[src/rtl/dm_pkg.sv]
// -----------------------------------------------------------------------------
// dm_pkg
// Shared definitions for the debug-module abstract command block:
//   - DMI register addresses (data0, data1, abstractcs, command)
//   - abstractcs.cmderr codes
//   - abstract command types and the data register count
//   - FSM state enum for the command sequencer
// -----------------------------------------------------------------------------
package dm_pkg;

    // DMI register map
    localparam logic [6:0] ADDR_DATA0      = 7'h04;
    localparam logic [6:0] ADDR_DATA1      = 7'h05;
    localparam logic [6:0] ADDR_ABSTRACTCS = 7'h16;
    localparam logic [6:0] ADDR_COMMAND    = 7'h17;

    // abstractcs.cmderr codes
    localparam logic [2:0] CMDERR_NONE       = 3'd0;
    localparam logic [2:0] CMDERR_BUSY       = 3'd1;
    localparam logic [2:0] CMDERR_NOTSUP     = 3'd2;
    localparam logic [2:0] CMDERR_EXCEPT     = 3'd3;
    localparam logic [2:0] CMDERR_HALTRESUME = 3'd4;

    // Supported command types (cmd[31:24])
    localparam logic [7:0] CMDTYPE_ACCESS_REG = 8'd0;
    localparam logic [7:0] CMDTYPE_ACCESS_MEM = 8'd2;

    // Number of implemented data registers, reported in abstractcs[3:0]
    localparam logic [3:0] DATACOUNT = 4'd2;

    // Command sequencer states
    typedef enum logic [1:0] {
        ST_IDLE  = 2'd0,
        ST_ISSUE = 2'd1,
        ST_WAIT  = 2'd2
    } dm_state_e;

endpackage

[src/rtl/dm_abstract.sv]
// -----------------------------------------------------------------------------
// dm_abstract
// Abstract command block of a debug module: DMI register decode for data0,
// data1, abstractcs and command, plus the IDLE -> ISSUE -> WAIT sequencer that
// launches a command in the core and collects its result.
//
// Optional feature macro: DM_POSTINCR_EN
//   defined   : cmd[19] (postincrement) is accepted; after a successful
//               command, cmdtype 0 bumps cmd[15:0] by 1 and cmdtype 2 bumps
//               data1 by (1 << cmd[22:20]).
//   undefined : any command with cmd[19]=1 is rejected with cmderr=NOTSUP.
//
// Parameters
//   Timeout      core cycles allowed in WAIT before the command is aborted
// Ports
//   clk          sole clock, rising edge
//   rst_n        synchronous active-low reset
//   dmi_addr     DMI register address
//   dmi_wdata    DMI write data
//   dmi_wr/rd    single-cycle access strobes (mutually exclusive)
//   dmi_rdata    registered read data, valid with dmi_ack
//   dmi_ack      one-cycle acknowledge, exactly one cycle after a strobe
//   core_halted  core is in debug halt
//   cmd_start    one-cycle launch pulse (the ISSUE cycle)
//   cmd          latched command word
//   data0_out    data0 to the core
//   data1_out    data1 to the core
//   data0_in     core result
//   cmd_done     core completion
//   cmd_err      core completion with error (qualified by cmd_done)
//   dbg_state    current sequencer state, for observation only
//
// Handshake: the DMI side has no backpressure. A dmi_wr/dmi_rd strobe is
// accepted in the cycle it is high; dmi_ack (with dmi_rdata for reads) is
// high in the following cycle. Read data is the register contents in the
// strobe cycle; a write takes effect at the end of the ack cycle.
// -----------------------------------------------------------------------------
module dm_abstract
    import dm_pkg::*;
#(
    parameter int Timeout = 1024
) (
    input  logic        clk,
    input  logic        rst_n,
    input  logic [6:0]  dmi_addr,
    input  logic [31:0] dmi_wdata,
    input  logic        dmi_wr,
    input  logic        dmi_rd,
    output logic [31:0] dmi_rdata,
    output logic        dmi_ack,
    input  logic        core_halted,
    output logic        cmd_start,
    output logic [31:0] cmd,
    output logic [31:0] data0_out,
    output logic [31:0] data1_out,
    input  logic [31:0] data0_in,
    input  logic        cmd_done,
    input  logic        cmd_err,
    output dm_state_e   dbg_state
);

    localparam int TW = $clog2(Timeout + 1);

    dm_state_e   state_q, state_d;
    logic [2:0]  cmderr_q, cmderr_d;
    logic [31:0] data0_q, data0_d;
    logic [31:0] data1_q, data1_d;
    logic [31:0] cmd_q, cmd_d;
    logic [TW-1:0] tcnt_q, tcnt_d;

    // DMI write registered in the strobe cycle, applied during the ack cycle.
    // This places the ISSUE cycle two cycles after the command write.
    logic        req_wr_q;
    logic [6:0]  req_addr_q;
    logic [31:0] req_wdata_q;

    logic [31:0] rdata_q;
    logic        ack_q;
    logic [31:0] rd_mux;
    logic        busy;
    logic        postincr_ok;
    logic        cmd_supported;

    assign busy = (state_q != ST_IDLE);

`ifdef DM_POSTINCR_EN
    assign postincr_ok = 1'b1;
`else
    assign postincr_ok = ~req_wdata_q[19];
`endif

    assign cmd_supported = ((req_wdata_q[31:24] == CMDTYPE_ACCESS_REG) ||
                            (req_wdata_q[31:24] == CMDTYPE_ACCESS_MEM)) && postincr_ok;

    always_comb begin
        rd_mux = '0;
        case (dmi_addr)
            ADDR_DATA0:      rd_mux = data0_q;
            ADDR_DATA1:      rd_mux = data1_q;
            ADDR_ABSTRACTCS: rd_mux = {19'd0, busy, 1'b0, cmderr_q, 4'd0, DATACOUNT};
            ADDR_COMMAND:    rd_mux = cmd_q;
            default:         rd_mux = '0;
        endcase
    end

    // Next-state logic. DMI side effects are evaluated first; the sequencer's
    // own updates follow so that core completion (capture, EXCEPT) wins over
    // anything the DMI write did in the same cycle.
    always_comb begin
        state_d  = state_q;
        cmderr_d = cmderr_q;
        data0_d  = data0_q;
        data1_d  = data1_q;
        cmd_d    = cmd_q;
        tcnt_d   = tcnt_q;

        if (req_wr_q) begin
            case (req_addr_q)
                ADDR_DATA0: begin
                    if (busy) begin
                        if (cmderr_q == CMDERR_NONE) cmderr_d = CMDERR_BUSY;
                    end else begin
                        data0_d = req_wdata_q;
                    end
                end
                ADDR_DATA1: begin
                    if (busy) begin
                        if (cmderr_q == CMDERR_NONE) cmderr_d = CMDERR_BUSY;
                    end else begin
                        data1_d = req_wdata_q;
                    end
                end
                ADDR_ABSTRACTCS: begin
                    cmderr_d = cmderr_q & ~req_wdata_q[10:8];
                end
                ADDR_COMMAND: begin
                    if (busy) begin
                        if (cmderr_q == CMDERR_NONE) cmderr_d = CMDERR_BUSY;
                    end else if (cmderr_q == CMDERR_NONE) begin
                        cmd_d = req_wdata_q;
                        if (!cmd_supported)   cmderr_d = CMDERR_NOTSUP;
                        else if (!core_halted) cmderr_d = CMDERR_HALTRESUME;
                        else                  state_d  = ST_ISSUE;
                    end
                end
                default: ;
            endcase
        end

        case (state_q)
            ST_ISSUE: begin
                state_d = ST_WAIT;
                tcnt_d  = '0;
            end
            ST_WAIT: begin
                if (cmd_done) begin
                    state_d = ST_IDLE;
                    tcnt_d  = '0;
                    if (cmd_err) begin
                        cmderr_d = CMDERR_EXCEPT;
                    end else begin
                        if (!cmd_q[16]) data0_d = data0_in;
`ifdef DM_POSTINCR_EN
                        if (cmd_q[19]) begin
                            if (cmd_q[31:24] == CMDTYPE_ACCESS_REG)
                                cmd_d = {cmd_q[31:16], cmd_q[15:0] + 16'd1};
                            else if (cmd_q[31:24] == CMDTYPE_ACCESS_MEM)
                                data1_d = data1_q + (32'd1 << cmd_q[22:20]);
                        end
`endif
                    end
                end else if (tcnt_q == TW'(Timeout - 1)) begin
                    state_d  = ST_IDLE;
                    tcnt_d   = '0;
                    cmderr_d = CMDERR_EXCEPT;
                end else begin
                    tcnt_d = tcnt_q + 1'b1;
                end
            end
            default: ;
        endcase
    end

    always_ff @(posedge clk) begin
        if (!rst_n) begin
            state_q     <= ST_IDLE;
            cmderr_q    <= CMDERR_NONE;
            data0_q     <= '0;
            data1_q     <= '0;
            cmd_q       <= '0;
            tcnt_q      <= '0;
            req_wr_q    <= 1'b0;
            req_addr_q  <= '0;
            req_wdata_q <= '0;
            rdata_q     <= '0;
            ack_q       <= 1'b0;
        end else begin
            state_q     <= state_d;
            cmderr_q    <= cmderr_d;
            data0_q     <= data0_d;
            data1_q     <= data1_d;
            cmd_q       <= cmd_d;
            tcnt_q      <= tcnt_d;
            req_wr_q    <= dmi_wr;
            req_addr_q  <= dmi_addr;
            req_wdata_q <= dmi_wdata;
            rdata_q     <= dmi_rd ? rd_mux : '0;
            ack_q       <= dmi_wr | dmi_rd;
        end
    end

    assign dmi_rdata = rdata_q;
    assign dmi_ack   = ack_q;
    assign cmd_start = (state_q == ST_ISSUE);
    assign cmd       = cmd_q;
    assign data0_out = data0_q;
    assign data1_out = data1_q;
    assign dbg_state = state_q;

endmodule

[config.mk]
export PLATFORM = sky130hd
export DESIGN_NAME = dm_abstract
export DESIGN_NICKNAME = d
export VERILOG_FILES = /design/src/rtl/dm_pkg.sv /design/src/rtl/dm_abstract.sv
export SDC_FILE = /design/constraint.sdc
export NUM_CORES = 1
export LEC_CHECK = 0
export CAP_MARGIN = 15
export CORE_UTILIZATION = 25
export DETAILED_ROUTE_END_ITERATION = 10
export GPL_TIMING_DRIVEN = 0
export MAX_ROUTING_LAYER = met4
export PLACE_DENSITY = 0.51
export REMOVE_ABC_BUFFERS = 1
export SETUP_SLACK_MARGIN = 0.1
export SLEW_MARGIN = 20
export SYNTH_ARGS = -nofsm -noshare
export SYNTH_HDL_FRONTEND = slang
export SYNTH_SLANG_ARGS = --single-unit
[constraint.sdc]
create_clock -name clk -period 2.7 [get_ports clk]
set_input_delay 0.27 -clock clk [delete_from_list [all_inputs] [get_ports clk]]
set_output_delay 0.27 -clock clk [all_outputs]
set_load 0.03 [all_outputs]
* Word-level counts from Yosys, hierarchy flattened
Index checks and enable logic that the tools add are counted.
** Word-level totals
- Bits in registers :: 185
- Latch bits :: 0
- Memory bits (writable) :: 0
- Memory bits (read-only) :: 0
- Bits of input ports :: 78
- Output and inout port bits :: 132
- Logic and storage cells :: 71
- Memories :: 0
** Cells by class
- Add/sub/neg operators :: 1
- $mul :: 0
- Div/mod/pow operators :: 0
- Order comparisons :: 0
- Eq/ne operators :: 12
- Shift-type cells :: 0
- Muxes and demuxes :: 32
- Bitwise operators :: 5
- Reduce and logical (&&, ||, !) cells :: 10
** Operators by type and width (number)
- 32-bit 2-to-1 mux :: 7
- 32-bit one-hot mux with 4 select lines :: 1
- 3-bit 2-to-1 mux :: 11
- 7-bit by 3-bit == test with 1-bit output (second input constant) :: 4
- 7-bit by 5-bit == test with 1-bit output (second input constant) :: 4
- 11-bit 2-to-1 mux :: 2
- 11-bit one-hot mux with 2 select lines :: 1
- 2-bit 2-to-1 mux :: 8
- 11-bit by 1-bit adder with 11-bit output (second input constant) :: 1
- 11-bit by 10-bit == test with 1-bit output (second input constant) :: 1
- 3-bit one-hot mux with 3 select lines :: 1
- 8-bit by 2-bit == test with 1-bit output (second input constant) :: 1
- 8-bit zero test :: 1
- 2-bit one-hot mux with 2 select lines :: 1
- 4-bit AND reduction :: 1
- 2-bit nonzero test :: 2
- 3-bit AND :: 1
- 3-bit zero test :: 1
- 3-bit NOT :: 1
- 3-bit AND reduction :: 1
- 2-bit by 1-bit == test with 1-bit output (second input constant) :: 1
- 2-bit == test (second input constant) :: 1
- 1-bit NOT :: 2
- 2-bit AND reduction :: 1
- 4 further kinds :: 4

* Depth between registers and ports, before layout
- Word-level depth :: 11
- Gate-level depth with buffers :: 8
- Mapped depth without buffers :: 6

* Worst setup path after synthesis
Ideal clock, no wire load.
- Path kind :: flip-flop to flip-flop
- Start :: register state_q[0] (netlist: dbg_state[0])
- End :: register tcnt_q[0]
- Setup time :: 0.117 ns
- Arrival :: 2.046 ns
- Data required time :: 2.583 ns
- Path slack :: 0.537 ns
- Cell stages (with the launch flop) :: 9
- Path buffers :: 2
- Clock period less this slack :: 2.163 ns
- Cell sequence :: dfxtp_1 -> inv_1 -> ha_1 -> buf_2 -> inv_1 -> or4b_1 -> o21ai_0 -> buf_2 -> nor2_1
** On the way
- Cells in the longest elaborated chain, start to end :: 2
- Elaborated cells between the ends (all ways) :: 4
- Those cells by class :: eq/ne: 2; mux: 1; reduce/logical: 1
** Ends and longest elaborated chain
- from (decl) :: RTL line dm_abstract.sv:64 : dm_state_e state_q, state_d;
- from (signal assigned) :: RTL line dm_abstract.sv:198 : state_q <= state_d;
- 2-bit == test / 2-bit by 1-bit == test with 1-bit output (equally long branches) :: RTL line dm_abstract.sv:150 : case (state_q)
- 11-bit one-hot mux with 2 select lines / 2-bit nonzero test (equally long branches)
- to (signal assigned) :: RTL line dm_abstract.sv:203 : tcnt_q <= tcnt_d;
- to (decl) :: RTL line dm_abstract.sv:69 : logic [TW-1:0] tcnt_q, tcnt_d;
Several ways; a longest one is shown, not always the timed one.
A chain may end at the register's enable or synchronous reset.

* Final worst setup path
- Start :: register req_addr_q[6]
- End :: register cmd_q[2] (netlist: cmd[2])
** On the way
- Cells in the longest elaborated chain, start to end :: 2
** Ends and longest elaborated chain
- from (decl) :: RTL line dm_abstract.sv:74 : logic [6:0] req_addr_q;
- from (signal assigned) :: RTL line dm_abstract.sv:205 : req_addr_q <= dmi_addr;
- 7-bit by 5-bit == test with 1-bit output :: RTL line dm_abstract.sv:118 : case (req_addr_q)
- 4-bit AND reduction (no line)
- to (signal assigned) :: RTL line dm_abstract.sv:202 : cmd_q <= cmd_d;
- to (decl) :: RTL line dm_abstract.sv:68 : logic [31:0] cmd_q, cmd_d;
No other way between the ends.

==> impl_metrics.toml <==
[status]
status = "finished, final reports clean"

[synth]
synth.top_cell.area_share = 0.526
synth_area_per_cell_sq_um = 9.59
yosysMostFrequentCell = "dfxtp_1"
synth-edff-count = 0
synth_flop_cell = "dfxtp_1"
syn_area_sq_um = 7050
synth.largest_area_cell = "dfxtp_1"
synth.distinct_cells = 49
synthArstFlopShare = 0
synthCells = 735
ys_warn_count = 0
yosys-top-cells-count = "dfxtp_1, nor2_1, nand2_1, a21oi_1, mux2i_1"
ys_ff_latch = 185
ys_seq_area_frac = 0.526
synth.area.top_cells = "dfxtp_1, mux2i_1, a21oi_1, nor2_1, nand2_1"

[place]
hpwl_um = 16300
gp_congestion = 0.749
dp.cells = 1287
placed_area_sq_um = 9710
dpl_worst_slack_ns = -0.0849
port_buffers = 209

[global_routing]
grt_max_degree = 70
first_global_vias = 5868
grt_util_all_layers = 0.170
antenna_found_initial = 2
grt_overflow = 0
grt_pass1_wl_um = 35600

[worst_setup_path]
start_kind = "flip-flop"
critPathBufInv = 1
r2r_setup_slack_ns = 0.26
path_cells = "nand4bb_1, or4_2, buf_16, nand2_1, a21oi_1"
slowest_delay_ns = 1.06
reg2reg_from = "req_addr_q[6]$_SDFF_PN0_"
worstPathMaxFanout = 20
reg2reg_depth = 5
r2r_end = "cmd[2]$_SDFFE_PN0P_"
critPathRequiredTime_ns = 2.98
cp-end-kind = "flip-flop"
crit_type = "flip-flop to flip-flop"
path_delay_family = "simple AND/OR/NAND/NOR gates"
arrival_ns = 2.72
cp_slowest_cell = "or4_2"

[sta]
maxSlewHeadroom = 0.521
hold_slack_ns = 0.263
fin_crit_ns = 2.44
fmax_mhz = 410
fin_skew_ns = 0.0125
fin_setup_tns_ns = 0
worstMarginPinSlew_ns = 0.717
report.final.slew_viol_count = 0
fin_crit_sh = 0.902
rsz0062_at_grt = "false"
timing.final.ws_setup_ns = 0.263
setup_violations = 0
hold_violations = 0

[final_layout]
fin_nets = 1012
syn2layout_area_growth_pct = 46.5
final_area_sq_um = 10300
multi_input_area_sq_um = 3110
finalNonFillerCells = 1323
drive_gt1_frac = 0.0806
finish.utilization = 0.372
fillers = 2840
ff_latch_area_sq_um = 3700

[drt]
avgRoutedWirePerCell_um = 17.8
ant_nets = 0
viasPerCell = 4.51
drt_iter0_markers = 317
drc = 0
drt_wl_total_um = 23500
first_pass_iters = 5
vias = 5969

[pwr]
p_per_area_nw_per_um2 = 545
leakagePower_nw = 3.42
power_mw = 5.62
vdd_drop_max_v = 0.000350

[hold_path]
min_from = "rst_n"
worstHoldPathType = "input pin to flip-flop"
hold-path-cell-count = 3
holdPathEnd = "data0_out[5]$_SDFF_PN0_"

[die]
die_h_um = 170
rows = 61
die-area_sq_um = 28900
core_sq_um = 27800
start_util = 0.254
die_w_um = 170
ioPinCount = 210

[clock_tree]
cts_tree = "yes"
cts.path.max_buffers = 2
root_buffer = "clkbuf_16"
cts_sinks = 185
clock_latency_ns = 0.42
cts_max_level = 4
postCtsHoldBufs = 0
cts_buffers = 17
clkTransAtPathRegs_ns = 0.07

[job]
cap_violations = 0
cell families after synthesis:
logic type	Yosys count	share of synthesized area
AND/OR/NAND/NOR	232	0.162
multiplexers	69	0.0986
AO/OA/AOI/OAI	175	0.155
flip-flops	185	0.526
adder cells (fa/ha/maj)	4	0.00710
buffers and inverters	61	0.0407
XOR/XNOR	9	0.0112
cell type report:
type / count / area share
inverter: 5 / 0.00230
antenna: 2 / 0.000485
sequential: 185 / 0.359
clock buffer: 20 / 0.0433
multi-input combinational: 489 / 0.302
clock inverter: 12 / 0.0133
tap: 378 / 0.0458
timing repair buffer: 232 / 0.234
worst max-delay path by stage:
stage,startpoint,slack (ns),depth (start not counted),endpoint
floorplan,dbg_state[0]$_SDFF_PN0_,-0.45,6,data0_out[0]$_SDFF_PN0_
global placement,rst_n,-4.78,5,dbg_state[1]$_SDFF_PN0_
detailed placement,req_addr_q[6]$_SDFF_PN0_,-0.08,7,data1_out[23]$_SDFFE_PN0P_
CTS,dbg_state[0]$_SDFF_PN0_,0.18,6,dbg_state[1]$_SDFF_PN0_
global route,dbg_state[0]$_SDFF_PN0_,0.12,9,data0_out[30]$_SDFF_PN0_
finish,req_addr_q[6]$_SDFF_PN0_,0.26,5,cmd[2]$_SDFFE_PN0P_
power breakdown:
group          internal, mW  total (mW)  switching (mW)
Combinational         0.153       0.286           0.133
Clock                  1.40        2.54            1.14
Sequential             2.76        2.80          0.0338
Total                  4.32        5.62            1.30
worst register-to-register path, stage by stage (launching register included):
cell	delay [ns]
dfxtp_1	0.30
nand4bb_1	0.53
or4_2	1.06
buf_16	0.27
nand2_1	0.10
a21oi_1	0.05
cell usage in the layout, fill, tap and decap left out, types with 4 or more instances in the layout:
master           count
a22o_1              27
xnor2_1              6
a22oi_1             28
o21ai_0             36
inv_6                4
and3_1               4
dfxtp_1            185
inv_1                4
buf_4                9
clkbuf_16           17
nor2_1              79
nand3_1              6
mux2i_1             66
buf_12               5
buf_6                5
nand2_1             73
a21oi_1             70
clkdlybuf4s50_1    208
and2_1              40
registers in the layout, summed over array words and instances, names as in the netlist:
register     cells
cmd             32
tcnt_q          11
req_wdata_q     32
data1_out       32
dbg_state        2
req_addr_q       7
dmi_rdata       32
cmderr_q         3
data0_out       32
dmi_ack          1
req_wr_q         1
timing repair:
item                                    4_1_cts  5_1_grt
buffers inserted                              2        0
gates resized for setup                       0        2
endpoints found under the setup margin       11        7
pin swaps                                     2        0
routing by layer:
metal / up-vias / wire (um) / GRT usage
li1: 2942 / - / -
met1: 2840 / 10800 / 0.215
met2: 179 / 11200 / 0.273
met3: 8 / 1340 / 0.0416
met4: 0 / 113 / 0.0341
met5: - / 0 / -
No activity file was read; power rests on OpenSTA's default activity.
